## src/rtl/mem_port_arbiter.sv

```systemverilog
// mem_port_arbiter: shares the single data-memory port between the
// instruction-side MMU (I) and the data-side MMU (D).
//
// An owner keeps the port for as long as its request stays high, which covers
// a whole page-table walk plus the final access. Hand-over is round-robin on
// ties. A beat still in flight when the owner lets go is drained, and its
// response is discarded, before the port is granted again. Every hand-over
// passes through IDLE, so there is always one bubble cycle between owners.
module mem_port_arbiter #(
    parameter int AW = 64,
    parameter int MW = 8
) (
    input  logic          clk,
    input  logic          rst,

    // Instruction-side MMU
    input  logic          re_i,
    input  logic          we_i,
    input  logic [AW-1:0] address_i,
    input  logic [AW-1:0] wdata_i,
    input  logic [MW-1:0] wmask_i,

    // Data-side MMU
    input  logic          re_d,
    input  logic          we_d,
    input  logic [AW-1:0] address_d,
    input  logic [AW-1:0] wdata_d,
    input  logic [MW-1:0] wmask_d,

    // Grants and routed responses
    output logic          gnt_i,
    output logic          gnt_d,
    output logic          rvalid_i,
    output logic          rvalid_d,
    output logic [AW-1:0] rdata,

    // Memory side
    output logic [AW-1:0] address,
    output logic          re_mem,
    output logic          we_mem,
    output logic [AW-1:0] wdata_mem,
    output logic [MW-1:0] wmask_mem,
    input  logic [AW-1:0] rdata_mem,
    input  logic          mem_rvalid
);

    typedef enum logic [1:0] {
        ST_IDLE  = 2'd0,
        ST_OWN_I = 2'd1,
        ST_OWN_D = 2'd2,
        ST_DRAIN = 2'd3
    } state_e;

    // Owner encoding used by last_q: 0 = I, 1 = D.
    localparam logic OWNER_I = 1'b0;
    localparam logic OWNER_D = 1'b1;

    state_e state_q;
    state_e state_d;
    logic   last_q;
    logic   last_d;
    logic   outst_q;
    logic   outst_d;

    logic   req_i_s;
    logic   req_d_s;
    logic   release_clean_s;
    logic   outst_upd_s;

    // A side is requesting when it wants either a read or a write.
    always_comb begin
        req_i_s = re_i | we_i;
        req_d_s = re_d | we_d;
    end

    // On release the port can return straight to IDLE only when nothing is
    // left in flight: either no beat is outstanding and no response is
    // arriving, or the one outstanding beat is returning in this very cycle.
    // Any other combination leaves a response still to come, which is drained.
    always_comb begin
        release_clean_s = (~outst_q & ~mem_rvalid) | (outst_q & mem_rvalid);
    end

    // Outstanding-beat tracker: a response retires the beat; an issued beat
    // without a same-cycle response leaves one in flight.
    always_comb begin
        if (mem_rvalid) begin
            outst_upd_s = 1'b0;
        end else if (re_mem | we_mem) begin
            outst_upd_s = 1'b1;
        end else begin
            outst_upd_s = outst_q;
        end
    end

    // Next-state logic: arbitration in IDLE, lock while owned, drain on release.
    always_comb begin
        state_d = state_q;
        last_d  = last_q;
        case (state_q)
            ST_IDLE: begin
                // On a tie the side that did not own the port last time wins.
                if (req_i_s && (!req_d_s || (last_q == OWNER_D))) begin
                    state_d = ST_OWN_I;
                end else if (req_d_s) begin
                    state_d = ST_OWN_D;
                end else begin
                    state_d = ST_IDLE;
                end
            end
            ST_OWN_I: begin
                if (req_i_s) begin
                    state_d = ST_OWN_I;
                end else begin
                    last_d = OWNER_I;
                    if (release_clean_s) begin
                        state_d = ST_IDLE;
                    end else begin
                        state_d = ST_DRAIN;
                    end
                end
            end
            ST_OWN_D: begin
                if (req_d_s) begin
                    state_d = ST_OWN_D;
                end else begin
                    last_d = OWNER_D;
                    if (release_clean_s) begin
                        state_d = ST_IDLE;
                    end else begin
                        state_d = ST_DRAIN;
                    end
                end
            end
            ST_DRAIN: begin
                if (mem_rvalid) begin
                    state_d = ST_IDLE;
                end else begin
                    state_d = ST_DRAIN;
                end
            end
            default: begin
                state_d = ST_IDLE;
            end
        endcase
    end

    // In-flight tracking is forgotten whenever the port goes back to IDLE.
    always_comb begin
        if (state_d == ST_IDLE) begin
            outst_d = 1'b0;
        end else begin
            outst_d = outst_upd_s;
        end
    end

    // State registers with synchronous reset. After reset last_q names D,
    // so I wins the first tie.
    always_ff @(posedge clk) begin
        if (rst) begin
            state_q <= ST_IDLE;
            last_q  <= OWNER_D;
            outst_q <= 1'b0;
        end else begin
            state_q <= state_d;
            last_q  <= last_d;
            outst_q <= outst_d;
        end
    end

    // Port mux: the owner's request reaches memory combinationally. In the
    // release cycle the owner's re/we are already low, and re_mem/we_mem are
    // forced low as well. IDLE and DRAIN present an all-zero port.
    always_comb begin
        gnt_i     = 1'b0;
        gnt_d     = 1'b0;
        rvalid_i  = 1'b0;
        rvalid_d  = 1'b0;
        address   = '0;
        re_mem    = 1'b0;
        we_mem    = 1'b0;
        wdata_mem = '0;
        wmask_mem = '0;
        case (state_q)
            ST_OWN_I: begin
                gnt_i     = 1'b1;
                rvalid_i  = mem_rvalid;
                address   = address_i;
                wdata_mem = wdata_i;
                wmask_mem = wmask_i;
                if (req_i_s) begin
                    re_mem = re_i;
                    we_mem = we_i;
                end else begin
                    re_mem = 1'b0;
                    we_mem = 1'b0;
                end
            end
            ST_OWN_D: begin
                gnt_d     = 1'b1;
                rvalid_d  = mem_rvalid;
                address   = address_d;
                wdata_mem = wdata_d;
                wmask_mem = wmask_d;
                if (req_d_s) begin
                    re_mem = re_d;
                    we_mem = we_d;
                end else begin
                    re_mem = 1'b0;
                    we_mem = 1'b0;
                end
            end
            ST_IDLE, ST_DRAIN: begin
                // The port stays idle; a stale response is dropped here.
                gnt_i = 1'b0;
                gnt_d = 1'b0;
            end
            default: begin
                gnt_i = 1'b0;
                gnt_d = 1'b0;
            end
        endcase
    end

    // Read data goes to both sides; each consumer qualifies it with its rvalid.
    always_comb begin
        rdata = rdata_mem;
    end

endmodule
```

## config.mk

```make
export PLATFORM = sky130hd
export DESIGN_NAME = mem_port_arbiter
export DESIGN_NICKNAME = d
export VERILOG_FILES = /design/src/rtl/mem_port_arbiter.sv
export SDC_FILE = /design/constraint.sdc
export NUM_CORES = 1
export LEC_CHECK = 0
export ABC_AREA = 1
export BUFFER_PORTS_ARGS = -buffer_cell sky130_fd_sc_hd__buf_2
export CORE_AREA = 2 2 216 218
export CTS_CLUSTER_SIZE = 16
export DETAILED_ROUTE_END_ITERATION = 10
export DIE_AREA = 0 0 218 220
export PLACE_DENSITY = 0.41
export REMOVE_ABC_BUFFERS = 1
export SYNTH_ARGS = -nofsm -noshare
export SYNTH_HDL_FRONTEND = slang
export SYNTH_SLANG_ARGS = --single-unit
```

## constraint.sdc

```tcl
create_clock -name clk -period 3.9 [get_ports clk]
set_input_delay 0.78 -clock clk [delete_from_list [all_inputs] [get_ports clk]]
set_output_delay 0.78 -clock clk [all_outputs]
set_load 0.01 [all_outputs]
```

* Yosys cells after proc, flatten, opt, wreduce, memory -nomap -nowiden
Index checks and enable logic that the tools add are counted.
** Operators by class
- Add/subtract/negate cells :: 0
- $mul :: 0
- Divide/modulo/power cells :: 0
- $lt $le $gt $ge :: 0
- Equality and inequality tests :: 5
- Shifts and indexed selects :: 0
- Muxes and demuxes :: 23
- Bitwise operators :: 8
- Reduce and logical (&&, ||, !) cells :: 8
** Operators with widths (number)
- $pmux W64 S2 :: 2
- $pmux W8 S2 :: 1
- $mux W2 :: 6
- $mux W1 :: 10
- $pmux W2 S4 :: 1
- $pmux W1 S2 :: 3
- $eq A2 B2 Y1 const B :: 2
- $logic_not A2 Y1 :: 2
- $ne A2 B2 Y1 const B :: 2
- $or A1 B1 Y1 :: 4
- $reduce_and A3 Y1 :: 1
- $reduce_or A3 Y1 :: 1
- $and A1 B1 Y1 :: 2
- $eq A2 B1 Y1 const B :: 1
- $not A1 Y1 :: 2
- $reduce_bool A2 Y1 :: 1
- $logic_and A1 B1 Y1 :: 1
- $logic_not A1 Y1 :: 1
- $logic_or A1 B1 Y1 :: 1
** Storage, ports and cells
- Register bits after elaboration :: 4
- Latch bits :: 0
- Bits in writable memories :: 0
- Memory bits (read-only) :: 0
- Input bits :: 343
- Output and inout port bits :: 206
- Word-level logic and storage cells :: 47
- Memories :: 0

* Depth between registers and ports, before layout
- Word-level depth :: 8
- Gate-level depth with buffers :: 11

* Least setup slack after synthesis
Ideal clock, no wire load.
- Kind :: register -> output
- From :: reg state_q[0]
- To :: out address[10]
- Arrival time :: 1331 ps
- Data required time :: 3120 ps
- Path slack :: 1789 ps
- Stages on the path, launching flop included :: 8
- Path buffers :: 3
- Cell sequence :: dfxtp_1 -> inv_1 -> ha_1 -> inv_2 -> buf_2 -> buf_6 -> buf_6 -> a21oi_1
** Between the ends
- Word-level cells in the longest chain between the ends :: 2
- Elaborated cells between the ends (all ways) :: 3
- Those cells by class :: 2 x eq/ne; 1 x mux
** Ends and longest elaborated chain
- start, declared :: line 58 : state_e state_q;
- start signal, assigned :: line 165 : state_q <= state_d;
- $eq A2 B2 Y1 / $eq A2 B1 Y1 (equally long branches) :: line 184 : case (state_q)
- $pmux W64 S2 (*) :: line 184
- end, declared :: line 38 : output logic [AW-1:0] address,
Mark *: on every way between the ends. The rest lies on a longest branch, timed or not.

* Worst setup path after layout
- From :: reg state_q[0]
- To :: out wdata_mem[28]
** Between the ends
- Word-level cells in the longest chain between the ends :: 2
- Elaborated cells between the ends (all ways) :: 3
- Those cells by class :: 2 x eq/ne; 1 x mux
** Ends and longest elaborated chain
- $eq A2 B2 Y1 / $eq A2 B1 Y1 (equally long branches) :: line 184
- $pmux W64 S2 (*) :: line 184
- end, declared :: line 41 : output logic [AW-1:0] wdata_mem,
Marked as above.

==> impl_metrics.yaml <==
worst_setup_path:
  crit_type: "reg2out"
  path_cells: "inv_1 > ha_4 > buf_12 > nand2_1 > a21oi_1 > buf_2"
  worstPathArrival_ns: 2.28
  startpoint_type: "register"
  reg2reg_depth: 11
  crit_fanout: 74
  max_stage_delay_ns: 0.70
  cp_slowest_cell: "ha_4"
  crit_path_end_kind: "output port"
  required_ns: 3.12
hold_path:
  hold_class: "reg2reg"
  hold_depth: 2
yosys:
  synth_top_family_by_area: "simple AND/OR/NAND/NOR gates"
  synth_top_cell_area_share: 0.3731
  synth.cell_area_sq_um: 2988
  synth_cells: 585
  ys_top_cells_by_area: "nand2_1 37%, a21oi_1 23%, buf_4 18%"
  ys_seq_area_frac: 0.02680
  synth_top_cell_by_area: "nand2_1"
  synth.area.mux_share: 0
  synth-compound-area-share: 0.2412
  synth_fa_ha_area_frac: 0.01675
  synth_cell_type_count: 18
  synth_seq_cells: 4
  ys_warn_count: 0
  synth.avg_cell_area_sq_um: 5.107
  synth-xor-area-share: 0
  synthSimpleGateAreaFrac: 0.3957
cells_and_area:
  layout_commonest_cell: "buf_2"
  syn_to_final_growth_pct: 73.79
  finalNetCount: 1258
  drive_gt1_frac: 0.4884
  final_cell_mix: "420 x buf_2, 297 x nand2_1, 138 x a21oi_1"
die:
  rows: 79
  core_sq_um: 45860
  fp.dieArea_sq_um: 47960
  start_util: 0.06515
  io_pins: 549
  fp.dieW_microns: 218
  die_h_microns: 220
sta:
  fin_ws_ns: 0.8425
  fin_crit_sh: 0.7840
  fin_hold_ws_ns: 0.5082
  setup-violations-final: 0
  rsz0062_at_grt: "no"
  tightestPinTransition_ns: 0.8980
  skew_ns: 0.0003802
  drv_slew: 0
  finalSetupTns_ns: 0
  max_freq_ghz: 0.3271
  hold_viol: 0
  max_slew_margin: 0.4014
  min_period_ns: 3.058
global_routing:
  overflow: 0
  grt_util_all_layers: 0.07696
  antenna_found_initial: 1
  grt_max_degree: 75
  grt_pass1_wl_microns: 27080
  grt_pass1_vias: 4187
clock_network:
  ctsResizeCount: 0
  clockBufferDepth: 2
  clock_latency_ns: 0.22
  htreeDepth: 1
  tritoncts: "built"
  post_cts_buffers: 0
  cts_made_buffers: 3
  clkTransAtPathRegs_ns: 0.03
  clk_root_buffer_cell: "clkbuf_16"
  cts_sinks: 4
  postCtsHoldBufs: 0
power_and_ir_drop:
  power.internal_w: 0.0004776
  total_leakage_power_nw: 2.588
  swShare: 0.5181
  power.share.clock: 0.161
  power_switching_w: 0.0005134
  sequentialPowerShare: 0.049
  comb_power_share: 0.790
  power_density_nw_per_um2: 190.9
  peakVddDrop_uv: 160.0
placed_design:
  hpwl_microns: 17800
  portBuffers: 420
  dp_slack_ns: 1.079
  gp_congestion: 0.7110
drt:
  wl_microns: 21600
  vias: 5032
  drt_iter0_drc: 196
  drc: 0
  avgRoutedWirePerCell_microns: 14.24
  vias_per_cell: 3.317
  ant_nets: 0
  firstDrtPassIters: 6
flow_run:
  maxCapViolations: 0
outcome:
  outcome: "finished clean"
[power groups by stage]
stage / registers [W] / clock network (W) / logic (W)
detailed placement: 0.0000495 / 0 / 0.000794
CTS: 0.0000491 / 0.000161 / 0.000798
floorplan: 0.0000475 / 0 / 0.000393
finish: 0.0000488 / 0.000159 / 0.000783
global placement: 0.0000496 / 0 / 0.000792
global route: 0.0000492 / 0.000168 / 0.000873
[cells by family after synthesis]
| kind of cell | count (synthesis) |
|---|---|
| DFF | 4 |
| adders and majority gates | 4 |
| and+or+nand+nor | 310 |
| AOI/OAI and AO/OA | 142 |
| buffers and inverters | 125 |
[cells in the mapped netlist]
library cell	instances
clkbuf_1	2
o31ai_1	1
nand2_1	297
inv_1	12
dfxtp_1	4
nor2_2	1
nand3_1	6
nand3b_1	1
nand2_2	2
buf_6	27
a21oi_1	138
inv_2	2
a21oi_2	2
o21ai_1	1
buf_4	72
nor2_1	3
buf_2	10
ha_1	4
[worst paths after layout]
check             start       endpoint  slack (ns)
max          state_q[0]  wdata_mem[28]        0.84
min              last_q         last_q        0.51
max reg2reg  state_q[1]        outst_q        1.78
min reg2reg      last_q         last_q        0.51
[sequential cells by signal, indices dropped and copies added, names as in the netlist]
| name | count |
|---|---|
| last_q | 1 |
| state_q | 2 |
| outst_q | 1 |
[routing by layer]
metal	up-vias	track usage	share of wire
met1	2178	0.08851	0.39
met2	401	0.1148	0.42
met5	-	0.02708	0.0079
met3	15	0.05990	0.18
met4	4	0.003175	0.0025
li1	2434	-	-
[per-stage QoR]
step	area [sq um]	cells	util	power [W]
finish	5192	1517	0.1132	0.0009910
floorplan	2086	474	-	0.0004409
global placement	5115	1513	0.1115	0.0008419
CTS	5190	1516	0.1132	0.001008
detailed placement	5115	1513	0.1115	0.0008439
global route	5190	1516	0.1132	0.001090
[final cells by class]
class                           instances  area [sq um]
Multi-Input combinational cell        456          1978
Fill cell                            5444         40670
Sequential cell                         4         80.08
Tap cell                              607         759.5
Timing Repair Buffer                  432          2242
Clock buffer                            3         75.07
Antenna cell                            1         2.502
Inverter                               14         55.05
[critical path, delay by kind of cell, from the launching register on]
family / cells / cell delay [ns]
adder cells (fa/ha/maj): 1 / 0.70
AND/OR/NAND/NOR: 1 / 0.10
flip-flops: 1 / 0.34
AO/OA/AOI/OAI: 1 / 0.18
buffers and inverters: 3 / 0.60
Note: power is estimated with default switching activity, not from simulation.
